<file path="src/rtl/unary_add_ctrl_if.sv">
// Command/result handshake bundle of the unary adder controller.
// The master issues commands and consumes results; the slave is the controller.
interface unary_add_ctrl_if;
  logic       cmd_valid;
  logic       cmd_ready;
  logic [7:0] cmd_a;
  logic [7:0] cmd_b;
  logic       res_valid;
  logic       res_ready;
  logic [7:0] res_sum;
  logic       res_ovf;
  logic       res_err;

  modport master (
    output cmd_valid, cmd_a, cmd_b, res_ready,
    input  cmd_ready, res_valid, res_sum, res_ovf, res_err
  );

  modport slave (
    input  cmd_valid, cmd_a, cmd_b, res_ready,
    output cmd_ready, res_valid, res_sum, res_ovf, res_err
  );
endinterface

</file>
<file path="src/rtl/unary_add_ctrl.sv">
// Controller for a unary adder: pulses operands A/B into the adder (READ),
// drains the accumulated count back out (WRITE), then presents the result (DONE).
// Every output is a flop; next-state outputs are derived from state_d so that
// they line up with the state they describe.
module unary_add_ctrl #(
  parameter int TIMEOUT = 258
) (
  input  logic             clk,
  input  logic             rst,
  unary_add_ctrl_if.slave  bus,
  output logic             add_rst_n_o,
  output logic             add_en_o,
  output logic             add_rw_o,
  output logic             add_A_o,
  output logic             add_B_o,
  input  logic             add_dout_i,
  input  logic             add_C_i,
  output logic             busy_o
);

  // Phase cycle counter must reach TIMEOUT-1 in WRITE.
  localparam int             CW      = $clog2(TIMEOUT + 1);
  localparam logic [CW-1:0]  TO_LAST = CW'(TIMEOUT - 1);

  typedef enum logic [1:0] {
    S_IDLE,
    S_READ,
    S_WRITE,
    S_DONE
  } state_e;

  state_e        state_q, state_d;
  logic [CW-1:0] cyc_q, cyc_d;       // index of the current cycle within the phase
  logic [7:0]    a_q, a_d;
  logic [7:0]    b_q, b_d;
  logic [7:0]    max_q, max_d;
  logic [8:0]    sum_q, sum_d;       // one spare bit so a stuck drain cannot wrap silently
  logic          ovf_q, ovf_d;
  logic          err_q, err_d;
  logic          cmd_ready_q, cmd_ready_d;
  logic          res_valid_q, res_valid_d;
  logic          add_en_q, add_en_d;
  logic          add_rw_q, add_rw_d;
  logic          add_A_q, add_A_d;
  logic          add_B_q, add_B_d;
  logic          busy_q, busy_d;
  logic          add_rst_n_q;
  logic          fire;

  assign fire = bus.cmd_valid & cmd_ready_q;

  // Next-state and next-output logic.
  always_comb begin
    // NOTE: every variable gets a default first so no path can infer a latch.
    state_d = state_q;
    a_d     = a_q;
    b_d     = b_q;
    max_d   = max_q;
    sum_d   = sum_q;
    ovf_d   = ovf_q;
    err_d   = err_q;

    unique case (state_q)
      S_IDLE: begin
        if (fire) begin
          a_d     = bus.cmd_a;
          b_d     = bus.cmd_b;
          max_d   = (bus.cmd_a > bus.cmd_b) ? bus.cmd_a : bus.cmd_b;
          sum_d   = '0;
          ovf_d   = 1'b0;
          err_d   = 1'b0;
          state_d = (max_d != 8'd0) ? S_READ : S_WRITE;
        end
      end
      S_READ: begin
        if (add_C_i) ovf_d = 1'b1;
        if (cyc_q == CW'(max_q) - CW'(1)) state_d = S_WRITE;
      end
      S_WRITE: begin
        // The adder's drain output lags by one register, so cycle 0 carries
        // only the final accumulate carry and no drain data.
        if (cyc_q == '0) begin
          if (add_C_i) ovf_d = 1'b1;
        end else if (add_dout_i) begin
          sum_d = sum_q + 9'd1;
        end else begin
          state_d = S_DONE;
        end
        if (state_d == S_WRITE && cyc_q == TO_LAST) begin
          state_d = S_DONE;
          err_d   = 1'b1;
        end
      end
      S_DONE: begin
        if (res_valid_q && bus.res_ready) state_d = S_IDLE;
      end
      default: state_d = S_IDLE;
    endcase

    cyc_d       = (state_d == state_q) ? cyc_q + CW'(1) : '0;
    add_en_d    = (state_d == S_READ) || (state_d == S_WRITE);
    add_rw_d    = (state_d == S_WRITE);
    add_A_d     = (state_d == S_READ) && (cyc_d < CW'(a_d));
    add_B_d     = (state_d == S_READ) && (cyc_d < CW'(b_d));
    res_valid_d = (state_d == S_DONE);
    busy_d      = (state_d != S_IDLE);
    // Flops from rst, so it first rises on the same edge as add_rst_n.
    cmd_ready_d = (state_d == S_IDLE);
  end

  // State and output registers; reset also clears the adder for one cycle.
  always_ff @(posedge clk) begin
    // NOTE: sequential state uses non-blocking assignments only, so every flop
    // samples the pre-edge values regardless of statement order.
    if (rst) begin
      state_q     <= S_IDLE;
      cyc_q       <= '0;
      a_q         <= '0;
      b_q         <= '0;
      max_q       <= '0;
      sum_q       <= '0;
      ovf_q       <= 1'b0;
      err_q       <= 1'b0;
      cmd_ready_q <= 1'b0;
      res_valid_q <= 1'b0;
      add_en_q    <= 1'b0;
      add_rw_q    <= 1'b0;
      add_A_q     <= 1'b0;
      add_B_q     <= 1'b0;
      busy_q      <= 1'b0;
      add_rst_n_q <= 1'b0;
    end else begin
      state_q     <= state_d;
      cyc_q       <= cyc_d;
      a_q         <= a_d;
      b_q         <= b_d;
      max_q       <= max_d;
      sum_q       <= sum_d;
      ovf_q       <= ovf_d;
      err_q       <= err_d;
      cmd_ready_q <= cmd_ready_d;
      res_valid_q <= res_valid_d;
      add_en_q    <= add_en_d;
      add_rw_q    <= add_rw_d;
      add_A_q     <= add_A_d;
      add_B_q     <= add_B_d;
      busy_q      <= busy_d;
      add_rst_n_q <= 1'b1;
    end
  end

  assign bus.cmd_ready = cmd_ready_q;
  assign bus.res_valid = res_valid_q;
  assign bus.res_sum   = sum_q[7:0];
  assign bus.res_ovf   = ovf_q;
  assign bus.res_err   = err_q;
  assign add_rst_n_o   = add_rst_n_q;
  assign add_en_o      = add_en_q;
  assign add_rw_o      = add_rw_q;
  assign add_A_o       = add_A_q;
  assign add_B_o       = add_B_q;
  assign busy_o        = busy_q;

endmodule

</file>
<file path="src/flat_wrapper.sv">
// flat-port wrapper written by rule: the top's interface ports become plain ports
module unary_add_ctrl_flat 
#(
  parameter int TIMEOUT = 258
)
  (clk, rst, add_rst_n_o, add_en_o, add_rw_o, add_A_o, add_B_o, add_dout_i, add_C_i, busy_o, bus_cmd_valid, bus_cmd_a, bus_cmd_b, bus_res_ready, bus_cmd_ready, bus_res_valid, bus_res_sum, bus_res_ovf, bus_res_err);
  unary_add_ctrl_if bus_i ();
  input  logic clk;
  input  logic rst;
  output logic add_rst_n_o;
  output logic add_en_o;
  output logic add_rw_o;
  output logic add_A_o;
  output logic add_B_o;
  input  logic add_dout_i;
  input  logic add_C_i;
  output logic busy_o;
  input wire logic [$bits(bus_i.cmd_valid)-1:0] bus_cmd_valid;
  input wire logic [$bits(bus_i.cmd_a)-1:0] bus_cmd_a;
  input wire logic [$bits(bus_i.cmd_b)-1:0] bus_cmd_b;
  input wire logic [$bits(bus_i.res_ready)-1:0] bus_res_ready;
  output wire logic [$bits(bus_i.cmd_ready)-1:0] bus_cmd_ready;
  output wire logic [$bits(bus_i.res_valid)-1:0] bus_res_valid;
  output wire logic [$bits(bus_i.res_sum)-1:0] bus_res_sum;
  output wire logic [$bits(bus_i.res_ovf)-1:0] bus_res_ovf;
  output wire logic [$bits(bus_i.res_err)-1:0] bus_res_err;
  assign bus_i.cmd_valid = bus_cmd_valid;
  assign bus_i.cmd_a = bus_cmd_a;
  assign bus_i.cmd_b = bus_cmd_b;
  assign bus_i.res_ready = bus_res_ready;
  assign bus_cmd_ready = bus_i.cmd_ready;
  assign bus_res_valid = bus_i.res_valid;
  assign bus_res_sum = bus_i.res_sum;
  assign bus_res_ovf = bus_i.res_ovf;
  assign bus_res_err = bus_i.res_err;
  unary_add_ctrl #(.TIMEOUT(TIMEOUT)) u_core (.clk(clk), .rst(rst), .bus(bus_i), .add_rst_n_o(add_rst_n_o), .add_en_o(add_en_o), .add_rw_o(add_rw_o), .add_A_o(add_A_o), .add_B_o(add_B_o), .add_dout_i(add_dout_i), .add_C_i(add_C_i), .busy_o(busy_o));
endmodule
</file>
<file path="config.mk">
export PLATFORM = sky130hd
export DESIGN_NAME = unary_add_ctrl_flat
export DESIGN_NICKNAME = d
export VERILOG_FILES = /design/src/rtl/unary_add_ctrl_if.sv /design/src/rtl/unary_add_ctrl.sv /design/src/flat_wrapper.sv
export SDC_FILE = /design/constraint.sdc
export NUM_CORES = 1
export LEC_CHECK = 0
export ABC_AREA = 1
export BUFFER_PORTS_ARGS = -buffer_cell sky130_fd_sc_hd__buf_2
export CAP_MARGIN = 20
export CORE_MARGIN = 4
export CORE_UTILIZATION = 29
export CTS_BUF_LIST = sky130_fd_sc_hd__clkbuf_16
export DETAILED_ROUTE_END_ITERATION = 6
export GPL_TIMING_DRIVEN = 0
export MAX_ROUTING_LAYER = met4
export PLACE_DENSITY = 0.49
export REMOVE_ABC_BUFFERS = 1
export SYNTH_ARGS = -nofsm -noshare
export SYNTH_HDL_FRONTEND = slang
export SYNTH_SLANG_ARGS = --single-unit
export TNS_END_PERCENT = 100
</file>
<file path="constraint.sdc">
create_clock -name clk -period 3.75 [get_ports clk]
set_input_delay 0.375 -clock clk [delete_from_list [all_inputs] [get_ports clk]]
set_output_delay 0.375 -clock clk [all_outputs]
set_load 0.01 [all_outputs]
</file>
==> flow_summary.yaml, run 1 <==
power_and_ir_drop:
  p_switching_w: 0.001084
  comb_power_share_pct: 51.0
  p_seq_share_pct: 29.5
  p_leak_nw: 1.959
  p_int_w: 0.001316
  power_density_nw_per_um2: 602.2
  pwr-share-clk_pct: 19.5
  p_sw_share_pct: 45.16
  ir_drop_uv: 240.5
cts:
  cts.reportedPaths.clkPinSlew_ps: 70
  numCtsBuffers: 5
  clockBufferDepth: 2
  htree_num_levels: 2
  clockRootBuffer: "clkbuf_16"
  hold_buffers: 0
  worstSkewPairLatency_ps: 290
  cts_tree: "yes"
  cts.sinks: 53
setup_path:
  crit_type: "in -> reg"
  crit_slowest_cell: "ha_1"
  reg2reg_depth: 26
  max_stage_delay_ps: 320
  crit_required_ps: 3980
  startpoint_type: "primary input"
  path_max_fanout: 17
  worstPathArrival_ps: 3690
  critPathCapture: "u_core.add_B_o"
  r2r_slack_ps: 390
  r2r_end: "u_core.add_B_o"
  startpoint: "bus_cmd_b[7]"
  r2r-start: "u_core.max_q[0]"
  crit_path_end_kind: "flop"
global_route:
  grt_use_total_pct: 13.27
  grt_pass1_wl_um: 14080
  antenna_found_initial: 0
  grt_overflow_total: 0
  grt_max_degree: 48
  grt_pass1_vias: 3084
floorplanning:
  coreArea_um2: 11470
  chipHeight_um: 116.3
  ios: 40
  placementRows: 39
  initial_core_util_pct: 29.67
  die_w_um: 116.3
  fp.dieArea_um2: 13530
synthesis:
  synth.avg_cell_area_um2: 6.873
  yosysWarnings: 0
  ys_seq_elements: 53
  synth_area_leaders: "dfxtp_1 31%, ha_1 13%, nand2_1 9.3%, inv_1 9.0%, nor2_1 7.6%"
  async_flop_share_pct: 0
  ys.flop_type: "dfxtp_1"
  yosysMostFrequentCell: "nand2_1"
  yosysTopAreaCell: "dfxtp_1"
  netlist-cell-type-count: 39
  synth-edff-count: 0
  synth.top_cells.by_count: "84 x nand2_1, 82 x inv_1, 69 x nor2_1"
  netlist.area_leader.share_pct: 31.19
  postSynthCellCount: 495
  syn-cell-area_um2: 3402
  ys_seq_area_share_pct: 31.19
sta:
  holdWs_ps: 388.6
  slew_viol_final: 0
  finalSetupViolCount: 0
  timing.fmax_mhz: 288.6
  min_period_over_period_pct: 92.41
  clock_skew_ps: 8.515
  tightestPinTransition_ps: 863.1
  hold_violations: 0
  max-slew-margin-rel_pct: 42.26
  min_period_ps: 3465
detailed_routing:
  drc: 0
  drtIter0Drc: 145
  viasPerCell: 4.577
  via_count: 3094
  dr.pass1.iters: 4
  wl_per_cell_um: 12.19
  wirelength_um: 8239
  ant_nets: 0
placement:
  gp_congestion: 0.8997
  dp_hpwl_um: 6411
  dpl_cell_area_um2: 3740
  portBuffers: 39
layout:
  post-route-util_pct: 34.76
  final_layout_size_suffix_gt1_share_pct: 15.95
  n_antenna_cell: 0
  fin_area_um2: 3986
  nets: 589
  syn_to_final_growth_pct: 17.18
hold_path:
  hold_path.class: "in -> reg"
  whs_path_depth: 3
  hold_start: "add_C_i"
run_status:
  status: "complete, no violations"
job:
  maxCapViolCount: 0
[power groups by stage]
stage	combinational, W	sequential, W	clock (W)
6_report	0.00122	0.000709	0.000469
5_1_grt	0.00143	0.000721	0.000504
2_1_floorplan	0.000852	0.000724	0
3_5_place_dp	0.00114	0.000721	0
4_1_cts	0.00116	0.000708	0.000486
3_3_place_gp	0.00113	0.000718	0
[registers in the layout, summed over array words and instances (netlist names)]
signal and cells:
u_core.bus.res_valid 1, u_core.add_en_o 1, u_core.add_rw_o 1, u_core.sum_q 8, u_core.bus.res_ovf 1, u_core.a_q 8
u_core.add_B_o 1, u_core.state_q 2, u_core.bus.cmd_ready 1, u_core.cyc_q 9, u_core.busy_o 1, u_core.add_rst_n_o 1
u_core.add_A_o 1, u_core.b_q 8, u_core.bus.res_err 1, u_core.max_q 8
[cell families (layout without fill, tap and decap cells)]
family	after synthesis	count (layout)	share of synthesized area (%)
simple gates	240	240	32.77
buf+inv	96	134	10.63
compound gates	61	61	9.893
flops	53	53	31.19
fa+ha+maj	35	35	12.87
xor+xnor	8	8	2.060
mux	2	2	0.5885
[layout make-up]
class                           instances  area [um^2]
Sequential cell                        53         1061
Clock buffer                            5        125.1
Fill cell                            1223         7481
Clock inverter                          3        20.02
Multi-Input combinational cell        346         2076
Tap cell                              143        178.9
Timing Repair Buffer                   40        202.7
Inverter                               86        322.8
[per-layer routing]
metal	GRT usage [%]	vias to the layer above	share of wire, %
li1	-	1655	-
met1	16.68	1392	48
met2	22.12	34	47
met3	1.762	13	2.4
met4	4.176	0	2.0
met5	-	-	0
[cells in the final DEF (no fill, tap or decap), drive strengths merged]
cell and instances:
clkbuf 5, o21a 1, dfxtp 53, a21o 1
clkinv 2, clkinvlp 1, a211oi 2, o211ai 3
nor3b 5, nand4 3, o21ai 15, nand2 95
nor4 5, a31oi 1, mux2i 2, o21bai 2
nor2 74, nor3 22, xor2 5, buf 40
xnor2 3, a21oi 35, or2 3, a32oi 1
nand3 33, ha 35, inv 86
[critical path, delay by kind of cell]
family / cells / cell delay [ps]
compound gates: 3 / 580
fa+ha+maj: 2 / 590
simple gates: 18 / 1970
buf+inv: 2 / 140
[what timing repair did]
item	in CTS	in global routing
pin swaps	0	4
setup buffers	0	1
setup endpoints to repair	2	2
resized for setup	4	14
[worst min path at each step]
| stage | to | slack (ps) |
|---|---|---|
| floorplan | u_core.busy_o | 440 |
| global placement | u_core.a_q[1] | 470 |
| detailed placement | u_core.bus.res_err | 470 |
| CTS | u_core.bus.res_ovf | 390 |
| global route | u_core.bus.res_ovf | 430 |
| finish | u_core.bus.res_ovf | 390 |
[per-stage QoR]
| stage | setup WS (ps) | power, W | TNS [ps] | instances |
|---|---|---|---|---|
| final | 284.7 | 0.002401 | 0 | 676 |
| after global routing | -1.874 | 0.002656 | -1.874 | 676 |
| after CTS | 1.955 | 0.002358 | 0 | 675 |
| after detailed placement | -421.7 | 0.001864 | -781.1 | 667 |
| after global placement | -376.8 | 0.001850 | -736.6 | 667 |
| after floorplan | 605.1 | 0.001577 | 0 | 485 |
(Power assumes the default switching activity.)
==> inputs of run 2 (changes only) <==
PLACE_DENSITY = unset   (was 0.49)
PLACE_DENSITY_LB_ADDON = 0.12   (was unset)
==> run 2 against run 1 <==
  * Clock skew shrank 2.1 ps
  * Total power is 2.2% higher
  * Sequential power barely moved
  * First-iteration DRC count fell by 19%
  * Critical endpoint unchanged
  * Count of clock-buffer cells in the layout unchanged
  * Highest routed layer unchanged
  * Largest cell class unchanged
  * Cell area grew 1.7%
  * Global-route usage rose by 0.22 points
==> flow_summary.yaml, run 2 (same netlist as run 1, synthesis figures left out) <==
placement:
  portBuffers: 39
  place_worst_setup_slack_ps: -435.5
  gp_congestion: 0.8658
  dp_hpwl_um: 6490
  placed_cells: 667
hold_path:
  hold_path.class: "in -> reg"
  hold_start: "add_C_i"
  hold_path_end: "u_core.bus.res_ovf"
  whs_path_depth: 3
setup_path:
  r2r_slack_ps: 340
  crit_type: "in -> reg"
  crit_required_ps: 3980
  reg2reg_depth: 27
  startpoint_type: "primary input"
  worstPathArrival_ps: 3690
  path_max_fanout: 17
  crit_path_end_kind: "flop"
  r2r-start: "u_core.max_q[0]"
  r2r_end: "u_core.add_B_o"
sta:
  timing.fmax_mhz: 288.4
  min_period_over_period_pct: 92.47
  tightestPinTransition_ps: 844.2
  max-slew-margin-rel_pct: 43.52
  clock_skew_ps: 6.451
  finalSetupViolCount: 0
  fin_ws_ps: 282.5
  hold_violations: 0
  min_period_ps: 3467
  slew_viol_final: 0
layout:
  instances_no_fill: 684
  n_fill_cell: 1230
  top_register: "u_core.cyc_q"
  nets: 598
  final_layout_size_suffix_gt1_share_pct: 17.74
  n_antenna_cell: 0
  layout_common_cells: "82 x inv_1, 77 x nand2_1, 69 x nor2_1"
  largest_reg_flops: 9
  layout_commonest_cell: "inv_1"
  syn_to_final_growth_pct: 19.20
power_and_ir_drop:
  power_w: 0.002452
  ir_drop_uv: 213.3
  power_density_nw_per_um2: 604.7
  p_leak_nw: 1.998
floorplanning:
  chipHeight_um: 116.3
  placementRows: 39
  ios: 40
  fp.dieArea_um2: 13530
  coreArea_um2: 11470
  die_w_um: 116.3
  initial_core_util_pct: 29.67
cts:
  htree_num_levels: 2
  cts.reportedPaths.clkPinSlew_ps: 70
  cts.sinks: 53
  cts_tree: "yes"
  worstSkewPairLatency_ps: 300
  clockRootBuffer: "clkbuf_16"
  hold_buffers: 0
  numCtsBuffers: 5
  clockBufferDepth: 2
detailed_routing:
  via_count: 3129
  viasPerCell: 4.575
  drc: 0
  ant_nets: 0
  wl_per_cell_um: 12.15
  wirelength_um: 8308
  drtIter0Drc: 118
  dr.pass1.iters: 4
job:
  maxCapViolCount: 0
global_route:
  grt_pass1_wl_um: 14110
  grt_max_degree: 48
  grt_overflow_total: 0
  grt_pass1_vias: 3012
  antenna_found_initial: 0
  grt_use_total_pct: 13.49
run_status:
  status: "complete, no violations"
==> run 2: cell type report <==
type | instances | area, um^2 | area share, %
multi-input cells | 346 | 2082 | 51.34
flip-flops and latches | 53 | 1062 | 26.20
inverters | 86 | 325.3 | 8.022
repair buffers | 49 | 270.3 | 6.665
well taps | 143 | 178.9 | 4.412
clock buffers | 5 | 125.1 | 3.085
clock inverters | 2 | 11.26 | 0.2777
==> run 2: power breakdown <==
group | leakage [nW] | internal [W] | switching (W)
Combinational | 1.50 | 0.000467 | 0.000821
Clock | 0.0633 | 0.000242 | 0.000214
Sequential | 0.431 | 0.000650 | 0.0000586
Total | 2.00 | 0.00136 | 0.00109
==> run 2: repair_timing <==
action                                 4_1_cts  5_1_grt
setup endpoints to repair                    2        2
gates resized for setup                      5       16
buffers inserted                             0       10
pin swaps                                    0       11
endpoints found under the hold margin        0        0
==> run 2: how the worst max path moves through the flow <==
stage / start / endpoint / cells after the start
after CTS: bus_cmd_b[7] / u_core.add_B_o / 25
after floorplan: bus_cmd_b[7] / u_core.add_A_o / 24
final: bus_cmd_b[7] / u_core.add_B_o / 25
after detailed placement: bus_cmd_b[7] / u_core.add_A_o / 25
after global routing: bus_cmd_b[7] / u_core.add_A_o / 25
after global placement: bus_cmd_b[7] / u_core.add_A_o / 25
==> run 2: worst max-delay path: stages <==
cell and delay, ps:
buf_2 100, inv_1 60, ha_1 310, a21o_1 210, nor2_4 140, nand2_4 110
nand2_4 130, nand2_1 70, nand2_2 110, nand2_2 70, nor2_4 140, nand3_1 90
nand2_2 80, nand3_1 110, nand2_4 120, nand2_8 100, nor3_4 270, ha_1 290
a21oi_1 150, nor3_1 60, a211oi_1 240, nor2_1 90, nor2_1 90, nand3_1 80
nor2_1 90
==> run 2: metal layers <==
| layer | routed length, um | global-route usage [%] | up-vias |
|---|---|---|---|
| li1 | - | - | 1676 |
| met1 | 4212 | 17.61 | 1400 |
| met2 | 3724 | 21.59 | 43 |
| met3 | 230 | 2.383 | 10 |
| met4 | 141 | 3.558 | 0 |
| met5 | 0 | - | - |
==> run 2: metrics by stage <==
step	hold WS [ps]	setup TNS [ps]	utilization, %	instance area [um^2]
after floorplan	441.7	0	-	3363
after global placement	468.4	-822.0	32.59	3737
after detailed placement	473.6	-840.5	32.61	3740
after CTS	388.5	0	34.03	3902
after global routing	409.6	-12.10	35.36	4055
final	392.4	0	35.36	4055
